## src/rtl/mips_pkg.sv

```systemverilog
// Shared MIPS definitions: instruction field positions, fetch state encoding and default reset PC.
// S_ERR exists only when IFETCH_ALIGN_CHECK_EN is defined.
package mips_pkg;

  localparam int INSTR_W = 32;

  localparam int OPC_HI   = 31;
  localparam int OPC_LO   = 26;
  localparam int RS_HI    = 25;
  localparam int RS_LO    = 21;
  localparam int RT_HI    = 20;
  localparam int RT_LO    = 16;
  localparam int RD_HI    = 15;
  localparam int RD_LO    = 11;
  localparam int SHAMT_HI = 10;
  localparam int SHAMT_LO = 6;
  localparam int FUNCT_HI = 5;
  localparam int FUNCT_LO = 0;
  localparam int IMM_HI   = 15;
  localparam int IMM_LO   = 0;

  localparam logic [31:0] DEF_RESET_PC = 32'h0000_0000;

  typedef enum logic [1:0] {
    S_IDLE = 2'd0,
    S_REQ  = 2'd1,
    S_HOLD = 2'd2
`ifdef IFETCH_ALIGN_CHECK_EN
    ,
    S_ERR  = 2'd3
`endif
  } fetch_state_e;

endpackage

```

## src/rtl/instruction_fetch_unit_if.sv

```systemverilog
// Instruction-memory req/ack bus between the fetch unit (master) and memory (slave).
interface instruction_fetch_unit_if #(
  parameter int unsigned ADDR_W = 32
);
  import mips_pkg::*;

  logic                o_imem_req;
  logic [ADDR_W-1:0]   o_imem_addr;
  logic                i_imem_ack;
  logic [INSTR_W-1:0]  i_imem_rdata;

  modport master (
    output o_imem_req,
    output o_imem_addr,
    input  i_imem_ack,
    input  i_imem_rdata
  );

  modport slave (
    input  o_imem_req,
    input  o_imem_addr,
    output i_imem_ack,
    output i_imem_rdata
  );

endinterface

```

## src/rtl/instr_field_splitter.sv

```systemverilog
// Combinational split of a MIPS instruction word into its R/I-type fields.
module instr_field_splitter
  import mips_pkg::*;
(
  input  logic [INSTR_W-1:0] i_instr,
  output logic [5:0]         o_opcode,
  output logic [4:0]         o_rs,
  output logic [4:0]         o_rt,
  output logic [4:0]         o_rd,
  output logic [4:0]         o_shamt,
  output logic [5:0]         o_funct,
  output logic [15:0]        o_imm16
);

  assign o_opcode = i_instr[OPC_HI:OPC_LO];
  assign o_rs     = i_instr[RS_HI:RS_LO];
  assign o_rt     = i_instr[RT_HI:RT_LO];
  assign o_rd     = i_instr[RD_HI:RD_LO];
  assign o_shamt  = i_instr[SHAMT_HI:SHAMT_LO];
  assign o_funct  = i_instr[FUNCT_HI:FUNCT_LO];
  assign o_imm16  = i_instr[IMM_HI:IMM_LO];

endmodule

```

## src/rtl/instruction_fetch_unit.sv

```systemverilog
// MIPS fetch stage: PC, req/ack fetch from instruction memory, instruction register to decode.
// Optional misaligned-redirect trap enabled by IFETCH_ALIGN_CHECK_EN.
//
// state  | meaning
// S_IDLE | bubble cycle after reset, no request
// S_REQ  | request outstanding at PC, waiting for ack
// S_HOLD | instruction register valid, waiting for decode ready
// S_ERR  | misaligned redirect seen, fetch halted (align-check build only)
module instruction_fetch_unit
  import mips_pkg::*;
#(
  parameter int unsigned       ADDR_W   = 32,
  parameter logic [ADDR_W-1:0] RESET_PC = ADDR_W'(DEF_RESET_PC)
) (
  input  logic                 i_clk,
  input  logic                 i_rst_n,
  instruction_fetch_unit_if.master imem,
  input  logic                 i_redirect,
  input  logic [ADDR_W-1:0]    i_redirect_pc,
  input  logic                 i_instr_ready,
  output logic                 o_instr_valid,
  output logic [INSTR_W-1:0]   o_instr,
  output logic [ADDR_W-1:0]    o_pc,
  output logic [ADDR_W-1:0]    o_pc_plus4,
  output logic [5:0]           o_opcode,
  output logic [4:0]           o_rs,
  output logic [4:0]           o_rt,
  output logic [4:0]           o_rd,
  output logic [4:0]           o_shamt,
  output logic [5:0]           o_funct,
  output logic [15:0]          o_imm16
`ifdef IFETCH_ALIGN_CHECK_EN
  ,
  output logic                 o_misaligned
`endif
);

  fetch_state_e        r_state;
  fetch_state_e        w_state_nxt;
  logic [ADDR_W-1:0]   r_pc;
  logic [ADDR_W-1:0]   r_instr_pc;
  logic [INSTR_W-1:0]  r_instr;
  logic                w_capture;
  logic                w_advance;
  logic                w_req;
  logic                w_valid;
  logic                w_redir_bad;

`ifdef IFETCH_ALIGN_CHECK_EN
  logic                r_misaligned;
  assign w_redir_bad = |i_redirect_pc[1:0];
  assign o_misaligned = r_misaligned;
`else
  logic                w_unused_redir_lsb;
  assign w_redir_bad = 1'b0;
  assign w_unused_redir_lsb = ^i_redirect_pc[1:0];
`endif

  always_ff @(posedge i_clk) begin
    if (!i_rst_n) r_state <= S_IDLE;
    else          r_state <= w_state_nxt;
  end

  always_comb begin
    w_state_nxt = r_state;
    w_capture   = 1'b0;
    w_advance   = 1'b0;
    w_req       = 1'b0;
    w_valid     = 1'b0;
    case (r_state)
      S_IDLE: w_state_nxt = S_REQ;
      S_REQ: begin
        w_req = 1'b1;
        if (imem.i_imem_ack) begin
          w_capture   = 1'b1;
          w_state_nxt = S_HOLD;
        end
      end
      S_HOLD: begin
        w_valid = 1'b1;
        if (i_instr_ready) begin
          w_advance   = 1'b1;
          w_state_nxt = S_REQ;
        end
      end
      default: w_state_nxt = r_state;
    endcase
    // Redirect wins over any same-cycle ack or ready.
    if (i_redirect) begin
      w_capture = 1'b0;
      w_advance = 1'b0;
`ifdef IFETCH_ALIGN_CHECK_EN
      w_state_nxt = w_redir_bad ? S_ERR : S_REQ;
`else
      w_state_nxt = S_REQ;
`endif
    end
  end

  always_ff @(posedge i_clk) begin
    if (!i_rst_n) begin
      r_pc       <= RESET_PC;
      r_instr    <= '0;
      r_instr_pc <= RESET_PC;
    end else begin
      if (i_redirect) begin
        if (!w_redir_bad) r_pc <= {i_redirect_pc[ADDR_W-1:2], 2'b00};
      end else if (w_advance) begin
        r_pc <= r_pc + ADDR_W'(4);
      end
      if (w_capture) begin
        r_instr    <= imem.i_imem_rdata;
        r_instr_pc <= r_pc;
      end
    end
  end

`ifdef IFETCH_ALIGN_CHECK_EN
  always_ff @(posedge i_clk) begin
    if (!i_rst_n)        r_misaligned <= 1'b0;
    else if (i_redirect) r_misaligned <= w_redir_bad;
  end
`endif

  assign imem.o_imem_req  = w_req;
  assign imem.o_imem_addr = r_pc;
  assign o_instr_valid    = w_valid;
  assign o_instr          = r_instr;
  assign o_pc             = r_instr_pc;
  assign o_pc_plus4       = r_instr_pc + ADDR_W'(4);

  instr_field_splitter u_splitter (
    .i_instr  (r_instr),
    .o_opcode (o_opcode),
    .o_rs     (o_rs),
    .o_rt     (o_rt),
    .o_rd     (o_rd),
    .o_shamt  (o_shamt),
    .o_funct  (o_funct),
    .o_imm16  (o_imm16)
  );

endmodule
```

## src/flat_wrapper.sv

```systemverilog
// flat-port wrapper written by rule: the top's interface ports become plain ports
module instruction_fetch_unit_flat import mips_pkg::*;
#(
  parameter int unsigned       ADDR_W   = 32,
  parameter logic [ADDR_W-1:0] RESET_PC = ADDR_W'(DEF_RESET_PC)
)
  (i_clk, i_rst_n, i_redirect, i_redirect_pc, i_instr_ready, o_instr_valid, o_instr, o_pc, o_pc_plus4, o_opcode, o_rs, o_rt, o_rd, o_shamt, o_funct, o_imm16, imem_o_imem_req, imem_o_imem_addr, imem_i_imem_ack, imem_i_imem_rdata);
  instruction_fetch_unit_if #(.ADDR_W(ADDR_W)) imem_i ();
  input  logic i_clk;
  input  logic i_rst_n;
  input  logic i_redirect;
  input  logic [ADDR_W-1:0] i_redirect_pc;
  input  logic i_instr_ready;
  output logic o_instr_valid;
  output logic [INSTR_W-1:0] o_instr;
  output logic [ADDR_W-1:0] o_pc;
  output logic [ADDR_W-1:0] o_pc_plus4;
  output logic [5:0] o_opcode;
  output logic [4:0] o_rs;
  output logic [4:0] o_rt;
  output logic [4:0] o_rd;
  output logic [4:0] o_shamt;
  output logic [5:0] o_funct;
  output logic [15:0] o_imm16;
  output wire logic [$bits(imem_i.o_imem_req)-1:0] imem_o_imem_req;
  output wire logic [$bits(imem_i.o_imem_addr)-1:0] imem_o_imem_addr;
  input wire logic [$bits(imem_i.i_imem_ack)-1:0] imem_i_imem_ack;
  input wire logic [$bits(imem_i.i_imem_rdata)-1:0] imem_i_imem_rdata;
  assign imem_o_imem_req = imem_i.o_imem_req;
  assign imem_o_imem_addr = imem_i.o_imem_addr;
  assign imem_i.i_imem_ack = imem_i_imem_ack;
  assign imem_i.i_imem_rdata = imem_i_imem_rdata;
  instruction_fetch_unit #(.ADDR_W(ADDR_W), .RESET_PC(RESET_PC)) u_core (.i_clk(i_clk), .i_rst_n(i_rst_n), .imem(imem_i), .i_redirect(i_redirect), .i_redirect_pc(i_redirect_pc), .i_instr_ready(i_instr_ready), .o_instr_valid(o_instr_valid), .o_instr(o_instr), .o_pc(o_pc), .o_pc_plus4(o_pc_plus4), .o_opcode(o_opcode), .o_rs(o_rs), .o_rt(o_rt), .o_rd(o_rd), .o_shamt(o_shamt), .o_funct(o_funct), .o_imm16(o_imm16));
endmodule
```

## config.mk

```make
export PLATFORM = sky130hd
export DESIGN_NAME = instruction_fetch_unit_flat
export DESIGN_NICKNAME = d
export VERILOG_FILES = /design/src/rtl/mips_pkg.sv /design/src/rtl/instruction_fetch_unit_if.sv /design/src/rtl/instr_field_splitter.sv /design/src/rtl/instruction_fetch_unit.sv /design/src/flat_wrapper.sv
export SDC_FILE = /design/constraint.sdc
export NUM_CORES = 1
export LEC_CHECK = 0
export CAP_MARGIN = 40
export CORE_UTILIZATION = 41
export CTS_CLUSTER_SIZE = 16
export DETAILED_ROUTE_END_ITERATION = 12
export PLACE_DENSITY_LB_ADDON = 0.25
export SLEW_MARGIN = 30
export SYNTH_ARGS = -nofsm -noshare
export SYNTH_HDL_FRONTEND = slang
export SYNTH_SLANG_ARGS = --single-unit
```

## constraint.sdc

```tcl
create_clock -name i_clk -period 2.6 [get_ports i_clk]
set_clock_uncertainty 0.2 [all_clocks]
set_input_delay 0.52 -clock i_clk [delete_from_list [all_inputs] [get_ports i_clk]]
set_output_delay 0.52 -clock i_clk [all_outputs]
set_load 0.05 [all_outputs]
```

======== Word-level counts from Yosys, hierarchy flattened ========
Cells that the tools add are included.
cells by class
  add/sub/neg operators ................... 2
  equal/unequal tests ..................... 6
  muxes and demuxes ....................... 14
  bitwise gates (word level) .............. 1
  reduce and logical (&&, ||, !) cells .... 7
operators by type and width
  cell                                            count
  adder 32 x 3 -> 32 bit (second input constant)  2
  2-to-1 mux 32 bit                               2
  2-to-1 mux 1 bit                                9
  != test 3 bit (second input constant)           2
  case mux 2 bit (3 select lines)                 1
  AND reduction 3 bit                             2
  2-to-1 mux 2 bit                                2
  != test 2 bit (second input constant)           2
  nonzero test 4 bit                              1
  nonzero test 3 bit                              1
  == test 2 x 1 -> 1 bit (second input constant)  1
  == test 2 bit (second input constant)           1
  zero test 2 bit                                 1
  nonzero test 2 bit                              1
  OR reduction 2 bit                              1
  NOT 1 bit                                       1
storage, ports and cells
  bits in registers ....................... 98
  bits of input ports ..................... 69
  output and inout bits ................... 178
  logic and storage cells ................. 36

======== Depth between registers and ports, before layout ========
  word-level depth ........................ 5
  depth in mapped cells ................... 7
  depth with buffers taken out ............ 6

======== Hierarchy ========
Synthesis repeated with hierarchy kept, for this count alone.
second synthesis, totals
  cells, all modules ...................... 659
  area total of the unflattened synthesis .. 5,079.9 um2
by module, submodules not included
  module                  times used  cells each  area each (um2)  seq. area each (um2)
  instruction_fetch_unit  1           611         4,719.5          1,881.8
  instr_field_splitter    1           48          360.3            0.0

======== Worst setup path before layout ========
Ideal clock, no wire load.
  path type ............................... register to output
  start point ............................. register u_core.r_instr_pc[6] (netlist: u_core.o_pc[6])
  end point ............................... output o_pc_plus4[26]
  arrival time ............................ 2.712 ns
  data required time ...................... 1.880 ns
  path slack .............................. -0.832 ns
  stages on the path, launching flop included .. 6
  buffers on the path ..................... 0
  path through ............................ dfxtp_1 -> nand3_1 -> nor4_2 -> and2_1 -> nand4_1 -> xnor2_1
on the way
  cells in the longest elaborated chain, start to end .. 1
RTL lines
  item                    RTL line                       RTL
  from (decl)             instruction_fetch_unit.sv:41   logic [ADDR_W-1:0] r_instr_pc;
  from (signal assigned)  instruction_fetch_unit.sv:113  r_instr_pc <= r_pc;
  adder 32 x 3 -> 32 bit  instruction_fetch_unit.sv:130  assign o_pc_plus4 = r_instr_pc + ADDR_W'(4);
  to (decl)               flat_wrapper.sv:17             output logic [ADDR_W-1:0] o_pc_plus4;
Every way passes these cells.

======== Final worst setup path ========
  start point ............................. register u_core.r_instr_pc[9] (netlist: u_core.o_pc[9])
  end point ............................... output o_pc_plus4[30]
The elaborated chain is that of the path after synthesis.

==> PnR_summary.wiki <==
{| class="wikitable"
! Metric !! Value
|-
| Status || finished with violations
|-
| Violated checks || negative setup slack
|-
| Number of standard cells in the final layout excluding fillers || 963
|-
| Via count of the first global-routing pass || 4647
|-
| Clock slew seen by the registers of the worst setup and hold paths || 0.07 ns
|-
| Total of buffers placed on input and output ports || 238
|-
| End point of the critical path || o_pc_plus4[30]
|-
| Initial Utilization || 42.83%
|-
| CTS max path bufs || 2
|-
| Synthesized flop and latch total || 94
|-
| Wire length of the first global-routing pass || 23.34 mm
|-
| Worst-case setup slack after placement || -0.05654 ns
|-
| Placeable core region || 0.01166 mm^2
|-
| Cell-internal power || 2.572 mW
|-
| Rows || 39
|-
| Source-to-sink clock delay at the later pin of the worst-skew pair || 0.34 ns
|-
| Unrepaired setup endpoints after global routing || yes
|-
| Data arrival time at the worst-slack endpoint || 2.13 ns
|-
| Final number of hold-violating endpoints || 0
|-
| Gate power share || 22.8%
|-
| DRC violation total after the first TritonRoute iteration || 230
|-
| Relative contribution of sequential cells to total power || 42.3%
|-
| Clock tree from TritonCTS || done
|-
| Critical Path End Type || output pin
|-
| Dominant synthesized flop cell || dfxtp_1
|-
| Post-Route Utilization || 71.73%
|-
| Tightest Pin Transition || 0.5561 ns
|-
| Vias || 4959
|-
| Synth-to-layout area growth || 67.48%
|-
| Worst setup path start || u_core.o_pc[9]$_SDFFE_PN0P_
|-
| Mapped Cells || 613
|-
| Clock Sinks || 94
|-
| Post-route design area || 0.008366 mm^2
|-
| Average wire length per cell after detail routing || 15.55 um
|-
| CTS HTree Levels || 3
|-
| Netlist cell types || 45
|-
| Post-route clock period utilization || 109.7%
|-
| Cell count after placement || 936
|-
| Period minus WS final || 2.851 ns
|-
| Worst setup slack after layout || -0.2511 ns
|-
| Worst vdd ir || 0.0003146 V
|-
| Via density per instance || 5.150
|-
| Path type of the worst min-delay path || flip-flop to flip-flop
|-
| Remaining DRCs || 0
|-
| Maximum fanout along the worst path || 4
|-
| Library cell used as clock root buffer || clkbuf_16
|-
| Fillcell total || 861
|-
| Hold Worst Slack || 0.2881 ns
|-
| Sequential fraction of the synthesis area || 37.68%
|-
| Count of TritonRoute iterations in the first routing pass || 4
|-
| Data required time at the worst endpoint || 1.88 ns
|-
| Pwr Density || 444.6 mW/mm^2
|-
| Overall global routing resource usage || 23.23%
|-
| Net Switching || 1.147 mW
|-
| Number of buffers created by CTS || 9
|-
| Number of top-level pins || 247
|-
| Logic depth of the worst register-to-register path || 5
|-
| Count of yosys warnings during synthesis || 0
|-
| Worst rel slew slack || 62.81%
|-
| EDFF count, synth || 0
|-
| Placement Cell Area || 0.007795 mm^2
|-
| Net switching fraction of the power || 30.84%
|-
| Initial antenna violation count || 0
|-
| Syn Area/Cell || 8.148 um^2
|-
| Startpoint of the most critical register-to-register path || u_core.imem.o_imem_addr[5]$_SDFFE_PN0P_
|-
| Share of cells above drive strength 1 || 18.90%
|-
| Count of antenna-violating nets left after detailed routing || 0
|-
| Worst-case register-to-register setup slack || 0.38 ns
|-
| Overall die area || 0.01263 mm^2
|-
| Critical R2R Capture || u_core.imem.o_imem_addr[31]$_SDFFE_PN0P_
|-
| Leakage Power || 3.137 nW
|-
| Die height || 112.4 um
|-
| Clock power share || 34.9%
|-
| Final #Nets || 886
|-
| Crit path cell chain || nand4_1 -> buf_4 -> nor4_4 -> buf_4 -> nand4_1 -> xnor2_2 -> buf_12
|-
| Sum Neg Setup Slack || -2.871 ns
|-
| Cell area after technology mapping || 0.004995 mm^2
|-
| Die width || 112.4 um
|-
| Final Setup Violations || 16
|-
| WL final || 14.98 mm
|-
| Largest incremental delay on the critical path || 0.35 ns
|-
| Slew Limit Fails || 0
|-
| Largest net degree at the start of global routing || 57
|-
| Number of buffers inserted for hold repair after clock tree synthesis || 0
|-
| Critical setup path kind || flip-flop to output pin
|-
| Total overflow reported by the global router || 0
|-
| Element type at the critical path start || flip-flop
|-
| Max frequency || 0.3507 GHz
|-
| Standard cell with the maximum stage delay on the critical path || dfxtp_4
|-
| Fraction of synthesis flops using an asynchronous set or reset pin || 0%
|-
| Detailed placer's ending HPWL || 11.16 mm
|-
| RePlAce Congestion || 0.8360
|-
| Critical path buffers and inverters || 3
|-
| Antenna diode count || 0
|-
| Stages on worst setup path || 7
|-
| Number of violations of the max-capacitance limit || 0
|-
| Total power draw || 3.719 mW
|-
| Kind of cell with the highest combined delay on the critical path || simple AND/OR/NAND/NOR gates
|}
[state kept, by name, indices dropped and copies added, names as in the netlist]
name	cells
u_core.o_instr	32
u_core.imem.o_imem_addr	30
u_core.o_pc	30
u_core.r_state	2
[final cells by class]
| cell class | instances | area [um^2] | area share, % |
|---|---|---|---|
| Inverter | 8 | 30.03 | 0.3590 |
| Sequential cell | 94 | 1942 | 23.21 |
| Clock inverter | 6 | 62.56 | 0.7478 |
| Timing Repair Buffer | 277 | 2962 | 35.40 |
| Multi-Input combinational cell | 425 | 2962 | 35.40 |
| Clock buffer | 10 | 229.0 | 2.737 |
| Tap cell | 143 | 178.9 | 2.139 |
[cell usage in the layout, fill, tap and decap left out, drive strengths merged, types with 3 or more instances in the layout]
master	synthesis	routed
nand4	16	16
clkinvlp	0	3
and4	8	8
and2	3	3
o21ai	19	19
and3	7	7
nand2b	5	5
clkbuf	30	10
xnor2	41	41
a21boi	62	62
nand2	148	148
nand3	27	27
nor4	6	6
clkinv	1	3
a21oi	15	15
xor2	13	13
inv	7	7
conb	1	6
nor2	12	12
clkdlybuf4s50	0	207
buf	61	68
o211a	12	12
nor3	7	7
dfxtp	94	94
[worst min-delay path, stage by stage, from the launching register on]
cell	delay (ns)
dfxtp_1	0.33
nand2_1	0.05
a21boi_0	0.06
[cells by family (layout without fill, tap and decap cells)]
logic type      Yosys count  after routing  synth area share, %
mux                       2              2               0.4008
flops                    94             94                37.68
simple gates            248            248                23.67
compound gates          113            113                15.91
fa+ha+maj                 2              2               0.5009
buf+inv                  99            301                12.30
other cells               1              6              0.07508
xor+xnor                 54             54                9.469
[layer usage]
layer	up-vias	part of all wire, %	track usage (%)
li1	2416	-	-
met1	2338	40	27.78
met2	185	52	41.66
met3	20	5.9	3.834
met4	0	1.9	8.889
met5	-	0	0
[synthesized netlist by cell type (2+ instances only)]
cell / instances / area (um^2)
nand2_1: 148 / 555.5
dfxtp_1: 94 / 1882
a21boi_0: 62 / 465.5
buf_4: 54 / 405.4
xnor2_1: 41 / 359.1
clkbuf_1: 27 / 101.4
nand3_1: 27 / 135.1
o21ai_0: 19 / 95.09
a21oi_1: 15 / 75.07
nand4_1: 14 / 87.58
xor2_1: 13 / 113.9
nor2_1: 12 / 45.04
o211a_1: 12 / 120.1
and4_1: 7 / 61.31
inv_1: 7 / 26.28
nor3_1: 7 / 35.03
and3_1: 6 / 37.54
nand2b_1: 5 / 31.28
buf_6: 4 / 45.04
nor4_1: 4 / 25.02
buf_2: 3 / 15.01
a211oi_1: 2 / 15.01
and2_1: 2 / 12.51
clkbuf_2: 2 / 10.01
ha_1: 2 / 25.02
mux2i_1: 2 / 20.02
nor2b_1: 2 / 12.51
nor4_2: 2 / 25.02
or3_1: 2 / 12.51
[worst min path at each step]
stage          slack [ns]  depth (start not counted)                             from                         endpoint
2_1_floorplan        0.29                          2   u_core.r_state[0]$_SDFFE_PN0P_   u_core.r_state[1]$_SDFFE_PP0P_
3_3_place_gp         0.26                          2  u_core.o_instr[26]$_SDFFE_PN0P_  u_core.o_instr[26]$_SDFFE_PN0P_
3_5_place_dp         0.28                          2  u_core.o_instr[28]$_SDFFE_PN0P_  u_core.o_instr[28]$_SDFFE_PN0P_
4_1_cts              0.29                          2  u_core.o_instr[26]$_SDFFE_PN0P_  u_core.o_instr[26]$_SDFFE_PN0P_
5_1_grt              0.31                          2     u_core.o_pc[13]$_SDFFE_PN0P_     u_core.o_pc[13]$_SDFFE_PN0P_
6_report             0.29                          2  u_core.o_instr[30]$_SDFFE_PN0P_  u_core.o_instr[30]$_SDFFE_PN0P_
[power groups by stage]
stage	Sequential (mW)	Clock (mW)	Combinational (mW)
after floorplan	1.78	0	0.354
after global placement	1.60	0	0.833
after detailed placement	1.60	0	0.843
after CTS	1.57	1.33	0.849
after global routing	1.58	1.38	0.884
final	1.57	1.30	0.846
[repair_timing]
item / CTS / global route
gates resized for setup: 22 / 16
setup buffers: 9 / 2
setup endpoints to repair: 21 / 22
pin swaps: 16 / 9
cloned: 0 / 0
Note: power is estimated with default switching activity, not from simulation.
